$ cat src/rtl/fc_seq_control_if.sv
// Handshake and control bundle between fc_seq_control and the fc MAC datapath.
// master = sequencing controller, slave = datapath / stream endpoints.
interface fc_seq_control_if #(
    parameter int M = 6,
    parameter int N = 6,
    parameter int P = 1
);
    localparam int XW = (N > 1) ? $clog2(N) : 1;
    localparam int WW = ((M / P) * N > 1) ? $clog2((M / P) * N) : 1;
    localparam int SW = (P > 1) ? $clog2(P) : 1;

    logic          input_valid;
    logic          input_ready;
    logic          output_ready;
    logic          output_valid;
    logic          wr_en_x;
    logic [XW-1:0] addr_x;
    logic [WW-1:0] addr_w;
    logic          clear_acc;
    logic          valid_en_acc;
    logic [SW-1:0] sel;
    logic          layer_done;

    modport master (
        input  input_valid, output_ready,
        output input_ready, output_valid, wr_en_x, addr_x, addr_w,
               clear_acc, valid_en_acc, sel, layer_done
    );

    modport slave (
        output input_valid, output_ready,
        input  input_ready, output_valid, wr_en_x, addr_x, addr_w,
               clear_acc, valid_en_acc, sel, layer_done
    );
endinterface

$ cat src/rtl/fc_seq_control.sv
// Sequencing controller for the shared fully-connected MAC datapath: loads x, then per
// row group issues N MAC cycles, drains the pipeline and streams the P lane results.
module fc_seq_control #(
    parameter int M    = 6,
    parameter int N    = 6,
    parameter int P    = 1,
    parameter int PIPE = 2
) (
    input logic              clk,
    input logic              reset,
    fc_seq_control_if.master bus
);
    localparam int G  = M / P;
    localparam int XW = (N > 1) ? $clog2(N) : 1;
    localparam int WW = (G * N > 1) ? $clog2(G * N) : 1;
    localparam int SW = (P > 1) ? $clog2(P) : 1;
    localparam int GW = (G > 1) ? $clog2(G) : 1;
    localparam int DW = (PIPE > 1) ? $clog2(PIPE) : 1;

    localparam logic [XW-1:0] X_LAST = XW'(N - 1);
    localparam logic [GW-1:0] G_LAST = GW'(G - 1);
    localparam logic [SW-1:0] L_LAST = SW'(P - 1);
    localparam logic [DW-1:0] D_LAST = DW'(PIPE - 1);

    typedef enum logic [2:0] {
        S_INIT,
        S_LOAD,
        S_MAC,
        S_DRAIN,
        S_OUT,
        S_CLR
    } state_t;

    state_t        state;
    state_t        state_n;
    logic [XW-1:0] xcnt;
    logic [XW-1:0] kcnt;
    logic [GW-1:0] gcnt;
    logic [WW-1:0] wcnt;
    logic [SW-1:0] lane;
    logic [DW-1:0] dcnt;
    logic          in_hs;
    logic          out_hs;

    always_ff @(posedge clk or posedge reset) begin
        if (reset) begin
            state <= S_INIT;
            xcnt  <= '0;
            kcnt  <= '0;
            gcnt  <= '0;
            wcnt  <= '0;
            lane  <= '0;
            dcnt  <= '0;
        end else begin
            state <= state_n;
            if (in_hs) begin
                xcnt <= (xcnt == X_LAST) ? '0 : xcnt + 1'b1;
            end
            // wcnt tracks g*N+k directly so no multiplier is needed for addr_w
            if (state == S_MAC) begin
                kcnt <= (kcnt == X_LAST) ? '0 : kcnt + 1'b1;
                wcnt <= (kcnt == X_LAST && gcnt == G_LAST) ? '0 : wcnt + 1'b1;
            end
            if (state == S_DRAIN) begin
                dcnt <= (dcnt == D_LAST) ? '0 : dcnt + 1'b1;
            end
            if (out_hs) begin
                lane <= (lane == L_LAST) ? '0 : lane + 1'b1;
            end
            if (state == S_CLR) begin
                gcnt <= (gcnt == G_LAST) ? '0 : gcnt + 1'b1;
            end
        end
    end

    always_comb begin
        state_n          = state;
        in_hs            = 1'b0;
        out_hs           = 1'b0;
        bus.input_ready  = 1'b0;
        bus.wr_en_x      = 1'b0;
        bus.addr_x       = '0;
        bus.addr_w       = '0;
        bus.clear_acc    = 1'b0;
        bus.valid_en_acc = 1'b0;
        bus.output_valid = 1'b0;
        bus.sel          = '0;
        bus.layer_done   = 1'b0;

        unique case (state)
            S_INIT: begin
                bus.clear_acc = 1'b1;
                state_n       = S_LOAD;
            end
            S_LOAD: begin
                bus.input_ready = 1'b1;
                bus.wr_en_x     = bus.input_valid;
                bus.addr_x      = xcnt;
                in_hs           = bus.input_valid;
                if (in_hs && xcnt == X_LAST) begin
                    state_n = S_MAC;
                end
            end
            S_MAC: begin
                bus.addr_x       = kcnt;
                bus.addr_w       = wcnt;
                bus.valid_en_acc = 1'b1;
                if (kcnt == X_LAST) begin
                    state_n = S_DRAIN;
                end
            end
            S_DRAIN: begin
                if (dcnt == D_LAST) begin
                    state_n = S_OUT;
                end
            end
            S_OUT: begin
                bus.output_valid = 1'b1;
                bus.sel          = lane;
                out_hs           = bus.output_ready;
                // layer_done marks the accepting cycle of the very last result
                if (out_hs && lane == L_LAST) begin
                    state_n        = S_CLR;
                    bus.layer_done = (gcnt == G_LAST);
                end
            end
            S_CLR: begin
                bus.clear_acc = 1'b1;
                state_n       = (gcnt == G_LAST) ? S_LOAD : S_MAC;
            end
            default: begin
                state_n = S_INIT;
            end
        endcase
    end
endmodule

$ cat src/flat_wrapper.sv
// flat-port wrapper written by rule: the top's interface ports become plain ports
module fc_seq_control_flat 
#(
    parameter int M    = 6,
    parameter int N    = 6,
    parameter int P    = 1,
    parameter int PIPE = 2
)
  (clk, reset, bus_input_valid, bus_output_ready, bus_input_ready, bus_output_valid, bus_wr_en_x, bus_addr_x, bus_addr_w, bus_clear_acc, bus_valid_en_acc, bus_sel, bus_layer_done);
  fc_seq_control_if #(.M(M), .N(N), .P(P)) bus_i ();
  input logic clk;
  input logic reset;
  input wire logic [$bits(bus_i.input_valid)-1:0] bus_input_valid;
  input wire logic [$bits(bus_i.output_ready)-1:0] bus_output_ready;
  output wire logic [$bits(bus_i.input_ready)-1:0] bus_input_ready;
  output wire logic [$bits(bus_i.output_valid)-1:0] bus_output_valid;
  output wire logic [$bits(bus_i.wr_en_x)-1:0] bus_wr_en_x;
  output wire logic [$bits(bus_i.addr_x)-1:0] bus_addr_x;
  output wire logic [$bits(bus_i.addr_w)-1:0] bus_addr_w;
  output wire logic [$bits(bus_i.clear_acc)-1:0] bus_clear_acc;
  output wire logic [$bits(bus_i.valid_en_acc)-1:0] bus_valid_en_acc;
  output wire logic [$bits(bus_i.sel)-1:0] bus_sel;
  output wire logic [$bits(bus_i.layer_done)-1:0] bus_layer_done;
  assign bus_i.input_valid = bus_input_valid;
  assign bus_i.output_ready = bus_output_ready;
  assign bus_input_ready = bus_i.input_ready;
  assign bus_output_valid = bus_i.output_valid;
  assign bus_wr_en_x = bus_i.wr_en_x;
  assign bus_addr_x = bus_i.addr_x;
  assign bus_addr_w = bus_i.addr_w;
  assign bus_clear_acc = bus_i.clear_acc;
  assign bus_valid_en_acc = bus_i.valid_en_acc;
  assign bus_sel = bus_i.sel;
  assign bus_layer_done = bus_i.layer_done;
  fc_seq_control #(.M(M), .N(N), .P(P), .PIPE(PIPE)) u_core (.clk(clk), .reset(reset), .bus(bus_i));
endmodule
$ cat config.mk
export PLATFORM = sky130hd
export DESIGN_NAME = fc_seq_control_flat
export DESIGN_NICKNAME = d
export VERILOG_FILES = /design/src/rtl/fc_seq_control_if.sv /design/src/rtl/fc_seq_control.sv /design/src/flat_wrapper.sv
export SDC_FILE = /design/constraint.sdc
export NUM_CORES = 1
export LEC_CHECK = 0
export CAP_MARGIN = 20
export CORE_MARGIN = 2
export CORE_UTILIZATION = 46
export DETAILED_ROUTE_END_ITERATION = 10
export GPL_TIMING_DRIVEN = 0
export HOLD_SLACK_MARGIN = 0.06
export PLACE_DENSITY = 0.74
export SLEW_MARGIN = 20
export SYNTH_ARGS = -nofsm -noshare
export SYNTH_HDL_FRONTEND = slang
export SYNTH_SLANG_ARGS = --single-unit
$ cat constraint.sdc
create_clock -name clk -period 1.55 [get_ports clk]
set_input_delay 0.31 -clock clk [delete_from_list [all_inputs] [get_ports clk]]
set_output_delay 0.31 -clock clk [all_outputs]
set_load 0.02 [all_outputs]
======== Word-level counts from Yosys, hierarchy flattened ========
Index checks and enable logic that the tools add are counted.
storage, ports and cells
  register bits ........................... 20
  bits of input ports ..................... 4
  output and inout bits ................... 16
cells by class
  add/subtract/negate cells ............... 6
  equality and inequality tests ........... 12
  mux-type cells .......................... 23
  bitwise logic cells ..................... 1
  reductions and logical operators ........ 6
operator list
  kind                 count
  $mux 3               7
  $pmux 3 s6           1
  $eq 3x3->1 const B   5
  $mux 6               2
  $mux 1               11
  $add 3x1->3 const B  3
  $add 6x1->6 const B  1
  $eq 3x2->1 const B   2
  $ne 2x1->1 const B   3
  $pmux 3 s2           1
  $reduce_and 4->1     1
  $eq 3x1->1 const B   1
  $logic_and 1x1->1    3
  $logic_not 3->1      1
  $add 1x1->1 const B  2
  $mux 2               1
  $ne 2x2->1 const B   1
  $reduce_or 2->1      1
  $not 1->1            1

======== Longest topological paths before layout ========
Gate-level depths: netlist of the first run.
  depth in word-level cells ............... 4
  depth in mapped cells ................... 7
  depth with buffers taken out ............ 5

======== Worst setup path after synthesis of the first run ========
OpenSTA, ideal clock, no wires.
  path kind ............................... reg2out
  start ................................... register u_core.state[2]
  end ..................................... output bus_addr_x[2]
  arrival time ............................ 1492 ps
  data required time ...................... 1240 ps
  setup slack ............................. -252 ps
  stages on the path, launching flop included .. 7
  path buffers ............................ 3
  cells stage by stage .................... dfrtp_1 buf_6 or3b_1 buf_6 clkinv_2 buf_4 a22o_1
on the way
  cells in the longest elaborated chain, start to end .. 2
RTL lines
  element                                          line                  RTL
  start, declared                                  fc_seq_control.sv:34  state_t state;
  start signal, assigned                           fc_seq_control.sv:55  state <= state_n;
  $eq 3x2->1 / $eq 3x1->1 (equally long branches)  fc_seq_control.sv:90  unique case (state)
  $pmux 3 s2 (*)                                   fc_seq_control.sv:90
  end, declared                                    flat_wrapper.sv:18    output wire logic [$bits(bus_i.addr_x)-1:0] bus_addr_x;
Every way passes the cells marked *; elsewhere a longest branch is shown, timed or not.

======== Final worst setup path of the first run ========
  start ................................... register u_core.state[2]
  end ..................................... output bus_addr_w[2]
on the way
  cells in the longest elaborated chain, start to end .. 2
RTL lines
  element        line                  RTL
  $eq 3x2->1     fc_seq_control.sv:90
  $mux 6         fc_seq_control.sv:90
  end, declared  flat_wrapper.sv:19    output wire logic [$bits(bus_i.addr_w)-1:0] bus_addr_w;
No other way between the ends.

==> summary.txt, run 1 <==
CTS
  – Max Root-Sink Buffers: 2
  – CTS root buf: clkbuf_4
  – CTS tree: built
  – CTS Buf Count: 3
  – H-tree levels: 1
  – CTS Hold Bufs: 0
  – Later-pin clock latency in the skew report: 0.30 ns
  – Clk slew on worst S/H paths: around 0.11 ns
  – CTS sink cnt: 19

Global routing
  – Largest net degree at the start of global routing: 20
  – First-pass GRT wire length: about 4000 um
  – Vias in the first global route: around 860
  – GRT Util Overall: 19.95%
  – Initial antenna violation count: 0
  – GRT overflow: 0

Power
  – Sw Pwr: 1.539 mW
  – Worst vdd ir: ~1.7 mV
  – Total power: 3.732 mW
  – Pwr dens: 2318 nW/um^2
  – Int Pwr: approximately 2.2 mW
  – Comb power frac: 66.3%
  – Sequential share of power: 26.8%
  – Sw Ratio: just over 40%
  – Leak pwr: slightly below 0.8 nW
  – Clock power frac: a little under 7%

Cells and area
  – Fin util: a little over 70%
  – Syn-to-layout area delta: 45.75%
  – Final instance area: roughly 1600 sq um
  – Nets: about 150
  – Share of cells above drive strength 1: between 40% and 50%
  – Antenna diode count: 0

Routing
  – Drt via density: 5.383
  – Total Wirelength: between 2000 and 3000 um
  – Starting DRT DRC Count: 15
  – Mean routed wirelength per cell: 14.32 um
  – 1st-pass router iterations: 4
  – Detail Route Antenna Nets: 0
  – Drc violations: 0
  – Via count: about 940

Synthesis
  – Top cell type's share of synthesized area: a little over two fifths
  – Yosys top cell by area: dfrtp_1
  – Syn_nets: 116
  – Asr flop ratio synth: between 90% and 100%
  – Post-synth EDFFs: 0
  – Yosys reg bits: 19
  – Top_reg_cell synth: dfrtp_1
  – Most common cell in the netlist: dfrtp_1
  – Mapped Area: about 1100 sq um
  – Post-Synthesis Cells: between 100 and 150
  – Synth top area cells: dfrtp_1 43%, nand2_1 4.1%, and2_1 4.0%, xnor2_1 3.2%, mux2_4 2.7%
  – Synth cell count leaders: 19 x dfrtp_1, 12 x nand2_1, 7 x and2_1
  – Register area share after synthesis: ~43%
  – Netlist cell types: 42
  – Ys Warns: 0
  – Avg Inst Size Synth: about 10 sq um

Die
  – Row Count: 17
  – Initial Util: around half
  – Die W: roughly 53 um
  – Die Y: approximately 53 um
  – I/O pin total: 20
  – Die area: ~2800 sq um
  – Core area: ~2200 sq um

Timing
  – Worst Skew: ~0.0037 ns
  – Worst slew margin: 50.12%
  – Fin crit period: 1.984 ns
  – Final worst-path cycle share: 128.0%
  – Final worst slack: -0.4344 ns
  – Slew Limit Fails: 0
  – Final setup fails: 19
  – Unrepaired setup endpoints after global routing: true
  – Hold Fails Final Rpt: 0
  – Actual slew at the worst max-slew pin: 0.7474 ns
  – Maximum clock rate: just over 500 MHz

Placement
  – Area post-placement: 1376 sq um
  – PortBufs: 18
  – DP Worst Slack: -0.7042 ns
  – DPL Wire Length: between 1000 and 1500 um
  – Global placement routability congestion: between 0.8 and 0.9

Worst setup path
  – CP required: 1.24 ns
  – FF-to-FF path depth: 8
  – CP max FO: 5
  – Worst reg-to-reg setup slack: -0.17 ns
  – Worst reg2reg endpoint: u_core.xcnt[1]$_DFFE_PP0P_
  – Type of the worst setup path: flip-flop to output pin
  – Crit path arrival time: between 1.5 and 2 ns
  – Startpoint Class: flip-flop
  – R2r startpoint: u_core.state[2]$_DFFE_PP0P_
  – Setup crit end kind: output pin

Status
  – Outcome: complete, but fails checks
  – Violated checks: setup timing

Flow run
  – Max cap viols: 0

Min path
  – Hold Crit Class: input port to async pin
[metal layers]
metal	GRT usage, %	vias up	wire [um]
met4	7.692	0	61
li1	-	457	-
met2	33.33	21	1280
met5	0	-	0
met3	2.825	7	91
met1	25.94	457	1074
[cell type report]
| type | instances | area, sq um |
|---|---|---|
| multi-input combinational | 83 | 646.9 |
| fill | 176 | 623.1 |
| sequential | 19 | 476.7 |
| timing repair buffer | 33 | 345.3 |
| buffer | 5 | 56.30 |
| tap | 28 | 35.03 |
| clock buffer | 4 | 26.28 |
| inverter | 3 | 23.77 |
[through the flow]
stage	hold slack, ns	setup TNS [ns]	std cells
after floorplan	0.2611	-1.105	111
after global placement	0.4762	-7.932	157
after detailed placement	0.4863	-8.331	157
after CTS	0.4544	-6.120	171
after global routing	0.4980	-6.664	175
final	0.4289	-5.791	175
[placed cells by master (no fill, tap or decap), drive strengths merged]
cell type,n
and3,2
dfrtp,19
a211o,2
inv,2
xor2,1
nand4b,2
conb,1
and2,8
nand3,4
nor2b,3
clkdlybuf4s50,3
a21oi,2
a22oi,1
mux2,2
a22o,2
nand2,13
or3b,1
a21o,2
ha,1
nor3,4
o31ai,1
o2bb2ai,1
nor3b,2
and3b,2
a221oi,1
a31o,1
o21bai,1
clkbuf,5
clkinv,1
nor2,4
xnor2,4
o22ai,1
mux2i,1
nand3b,1
nand2b,4
buf,34
o21ai,8
[logic make-up after synthesis]
family                   after synthesis  synth area share [%]
AO/OA/AOI/OAI                         23                 14.61
XOR/XNOR                               5                 3.964
adder cells (fa/ha/maj)                1                 1.132
buffers and inverters                  9                 5.662
flip-flops                            19                 43.04
multiplexers                           3                 3.624
other                                  1                0.3394
AND/OR/NAND/NOR                       50                 27.63
[worst max-delay path by stage]
stage                     slack, ns  depth (start not counted)                         from                         end
after global placement        -0.68                          7  u_core.state[2]$_DFFE_PP0P_               bus_addr_w[0]
after floorplan               -0.12                          5  u_core.state[1]$_DFFE_PP0P_  u_core.xcnt[1]$_DFFE_PP0P_
after CTS                     -0.50                          7  u_core.state[2]$_DFFE_PP0P_               bus_addr_w[4]
after global routing          -0.47                          6  u_core.state[2]$_DFFE_PP0P_               bus_addr_w[2]
after detailed placement      -0.70                          7  u_core.state[2]$_DFFE_PP0P_               bus_addr_w[4]
final                         -0.43                          6  u_core.state[2]$_DFFE_PP0P_               bus_addr_w[2]
[state kept, by name, indices dropped and copies added, names as in the netlist]
register      count
u_core.kcnt       3
u_core.dcnt       1
u_core.wcnt       6
u_core.xcnt       3
u_core.gcnt       3
u_core.state      3
[power by group through the flow]
stage / sequential [mW] / clock, mW / combinational [mW]
finish: 1.00 / 0.255 / 2.48
global route: 1.03 / 0.286 / 2.66
global placement: 0.945 / 0 / 1.90
floorplan: 0.907 / 0 / 1.46
detailed placement: 0.959 / 0 / 1.95
CTS: 0.966 / 0.267 / 2.29
[what timing repair did]
| item | CTS | global route |
|---|---|---|
| setup buffers | 10 | 4 |
| endpoints found under the setup margin | 18 | 24 |
| cloned | 0 | 1 |
| gates resized for setup | 101 | 8 |
| pin swaps | 7 | 7 |
[worst max-delay path, stage by stage, from the launching register on]
cell and delay [ns]:
dfrtp_1 0.42, or3b_1 0.39, buf_6 0.14, clkinv_8 0.05, clkbuf_16 0.13, and2_4 0.13
buf_6 0.10
Power figures use the tool's default switching activity.
==> inputs of run 2 (changes only) <==
- CELL_PAD_IN_SITES_DETAIL_PLACEMENT: unset -> 0
- CELL_PAD_IN_SITES_GLOBAL_PLACEMENT: unset -> 1
- CORE_MARGIN: 2 -> unset
- CORE_UTILIZATION: 46 -> 35
- PLACE_DENSITY: 0.74 -> unset
- PLACE_DENSITY_LB_ADDON: unset -> 0.1
==> run 2 against run 1 <==
  * The run still ends with setup timing left
  * Sequential cell count unchanged
  * Sequential share of layout area down 1.4 points
  * Clock skew up 0.0023 ns
  * Critical endpoint is now bus_addr_x[1]
  * Largest power group unchanged
  * Highest routed layer unchanged
==> summary.txt, run 2 (synthesized netlist as in run 1, its figures left out) <==
Status
  – Outcome: complete, but fails checks
  – Violated checks: setup timing

Die
  – I/O pin total: 20 (unchanged)
  – Initial Util: 36.49% (-13 points)
  – Die W: 58.19 um (+9.8%)
  – Die Y: 58.19 um (+9.8%)
  – Row Count: 20 (+3)
  – Die area: 3385 sq um (+21%)
  – Core area: 3028 sq um (+36%)

Timing
  – Final setup fails: 19 (unchanged)
  – Worst Skew: 0.005962 ns (+0.002311 ns)
  – Actual slew at the worst max-slew pin: 0.7231 ns (-0.02435 ns)
  – Fin crit period: 1.988 ns (+0.003446 ns)
  – Slew Limit Fails: 0 (unchanged)
  – Final worst-path cycle share: 128.2% (+0.22 points)
  – Final worst slack: -0.4378 ns (-0.003446 ns)
  – Hold Fails Final Rpt: 0 (unchanged)
  – Maximum clock rate: 503.1 MHz (-0.17%)
  – Worst slew margin: 51.74% (+1.6 points)
  – Unrepaired setup endpoints after global routing: true

Worst setup path
  – Crit path arrival time: 1.68 ns (about the same)
  – Critical path's most frequent cell: buf_6
  – Cells along the critical path: or3b_1 > buf_6 > clkinv_8 > buf_12 > a22o_1 > buf_6
  – FF-to-FF path depth: 6 (-2)
  – Setup crit end kind: output pin
  – Crit path largest cell delay: 0.41 ns (about the same)
  – Critical-path top delay cell: dfrtp_1
  – CP required: 1.24 ns (about the same)
  – Startpoint Class: flip-flop
  – Type of the worst setup path: flip-flop to output pin
  – CP max FO: 4 (-1)

Global routing
  – Routing usage on met2: 27.09% (-6.2 points)
  – First-pass GRT wire length: 4291 um (+6.9%)
  – Grt met1 use: 22.88% (-3.1 points)
  – Vias in the first global route: 922 (+7.5%)
  – Initial antenna violation count: 0 (unchanged)
  – Largest net degree at the start of global routing: 20 (unchanged)
  – GR peak layer: met2
  – GRT Util Overall: 16.97% (-3.0 points)
  – GRT overflow: 0 (unchanged)
  – Met3 usage: 2.009% (-0.82 points)

Placement
  – Area post-placement: 1396 sq um (+1.5%)
  – Global placement routability congestion: 0.7405 (-11%)
  – DPL Wire Length: 1584 um (+7.8%)
  – DP Worst Slack: -0.7009 ns (+0.003340 ns)
  – PortBufs: 18 (unchanged)

CTS
  – Later-pin clock latency in the skew report: 0.31 ns (about the same)
  – CTS Buf Count: 3 (unchanged)
  – CTS sink cnt: 19 (unchanged)
  – Clk slew on worst S/H paths: 0.12 ns (about the same)
  – H-tree levels: 1 (unchanged)
  – CTS root buf: clkbuf_4
  – Max Root-Sink Buffers: 2 (unchanged)
  – CTS Hold Bufs: 0 (unchanged)
  – CTS tree: built

Routing
  – Starting DRT DRC Count: 8 (-7)
  – Via count: 967 (+2.7%)
  – Mean routed wirelength per cell: 13.28 um (-7.2%)
  – Total Wirelength: 2617 um (+4.4%)
  – 1st-pass router iterations: 4 (unchanged)
  – Drc violations: 0 (unchanged)
  – Drt via density: 4.909 (-8.8%)
  – Detail Route Antenna Nets: 0 (unchanged)

Cells and area
  – # fillers: 283 (+61%)
  – Top reg by flops: u_core.wcnt
  – Syn-to-layout area delta: 53.00%
  – Nets: 159 (+3.9%)
  – Share of cells above drive strength 1: 45.75% (+2.9 points)
  – Antenna diode count: 0 (unchanged)
  – Largest register FFs: 6 (unchanged)
  – Most common cell after layout, fill and taps aside: buf_6
  – Commonest cells after routing, fill and taps aside: 24 x buf_6, 18 x dfrtp_1, 14 x buf_4
  – Final instance area: 1690 sq um (+5.0%)

Power
  – Leak pwr: 0.8060 nW (+3.9%)
  – Pwr dens: 2337 nW/um^2 (+0.82%)
  – Worst vdd ir: 1.049 mV (-37%)

Flow run
  – Max cap viols: 0 (unchanged)

Min path
  – Hold Crit Class: input port to async pin
[run 2: worst paths after layout]
check	slack (ns)	startpoint	end
max	-0.44	u_core.state[2]$_DFFE_PP0P_	bus_addr_x[1]
min	0.40	reset	u_core.kcnt[1]$_DFFE_PP0N_
max reg2reg	-0.12	u_core.state[2]$_DFFE_PP0P_	u_core.state[0]$_DFFE_PP0P_
min reg2reg	0.50	u_core.gcnt[0]$_DFFE_PP0N_	u_core.gcnt[0]$_DFFE_PP0N_
max in group asynchronous	0.65	reset	u_core.kcnt[0]$_DFFE_PP0N_
min in group clk	0.50	u_core.gcnt[0]$_DFFE_PP0N_	u_core.gcnt[0]$_DFFE_PP0N_
[run 2: metrics by stage]
stage	cells	util [%]	power (mW)	hold slack [ns]	setup TNS, ns
after global routing	197	55.83	4.219	0.4690	-6.560
after detailed placement	173	46.12	2.931	0.4901	-8.408
after floorplan	111	-	2.368	0.2611	-1.105
final	197	55.83	3.950	0.4040	-5.460
after global placement	173	46.12	2.891	0.4777	-8.163
after CTS	192	53.02	3.761	0.4416	-6.475
[run 2: power by group]
part / internal, mW / switching (mW) / leakage (nW)
combinational: 1.55 / 1.16 / 0.565
sequential: 0.721 / 0.251 / 0.226
clock: 0.101 / 0.168 / 0.0150
[run 2: area by class of cell]
type | instances | area (sq um) | area share (%)
Sequential cell | 19 | 476.7 | 28.20
Multi-Input combinational cell | 83 | 643.1 | 38.05
Clock buffer | 4 | 26.28 | 1.554
Timing Repair Buffer | 39 | 409.1 | 24.20
Inverter | 3 | 23.77 | 1.406
Tap cell | 44 | 55.05 | 3.257
Buffer | 5 | 56.30 | 3.331
[run 2: critical path, delay by kind of cell, from the launching register on]
kind | cells | cell delay, ns
buf+inv | 4 | 0.42
compound gates | 1 | 0.15
simple gates | 1 | 0.39
flops | 1 | 0.41
[run 2: per-layer routing]
| layer | share of wire (%) | vias to the layer above |
|---|---|---|
| met5 | 0 | - |
| li1 | - | 472 |
| met3 | 3.7 | 4 |
| met4 | 1.9 | 0 |
| met2 | 48 | 22 |
| met1 | 46 | 469 |
[run 2: repair_timing]
item | CTS | global route
cloned | 0 | 1
buffers inserted | 15 | 6
setup endpoints to repair | 18 | 26
resized for setup | 101 | 12
pin swaps | 8 | 7
==> inputs of run 3 (changes only) <==
- CAP_MARGIN: 20 -> unset
- CTS_CLUSTER_SIZE: unset -> 28
==> results of run 3 <==
Final layout, timing and power as in run 2 (identical DEF).
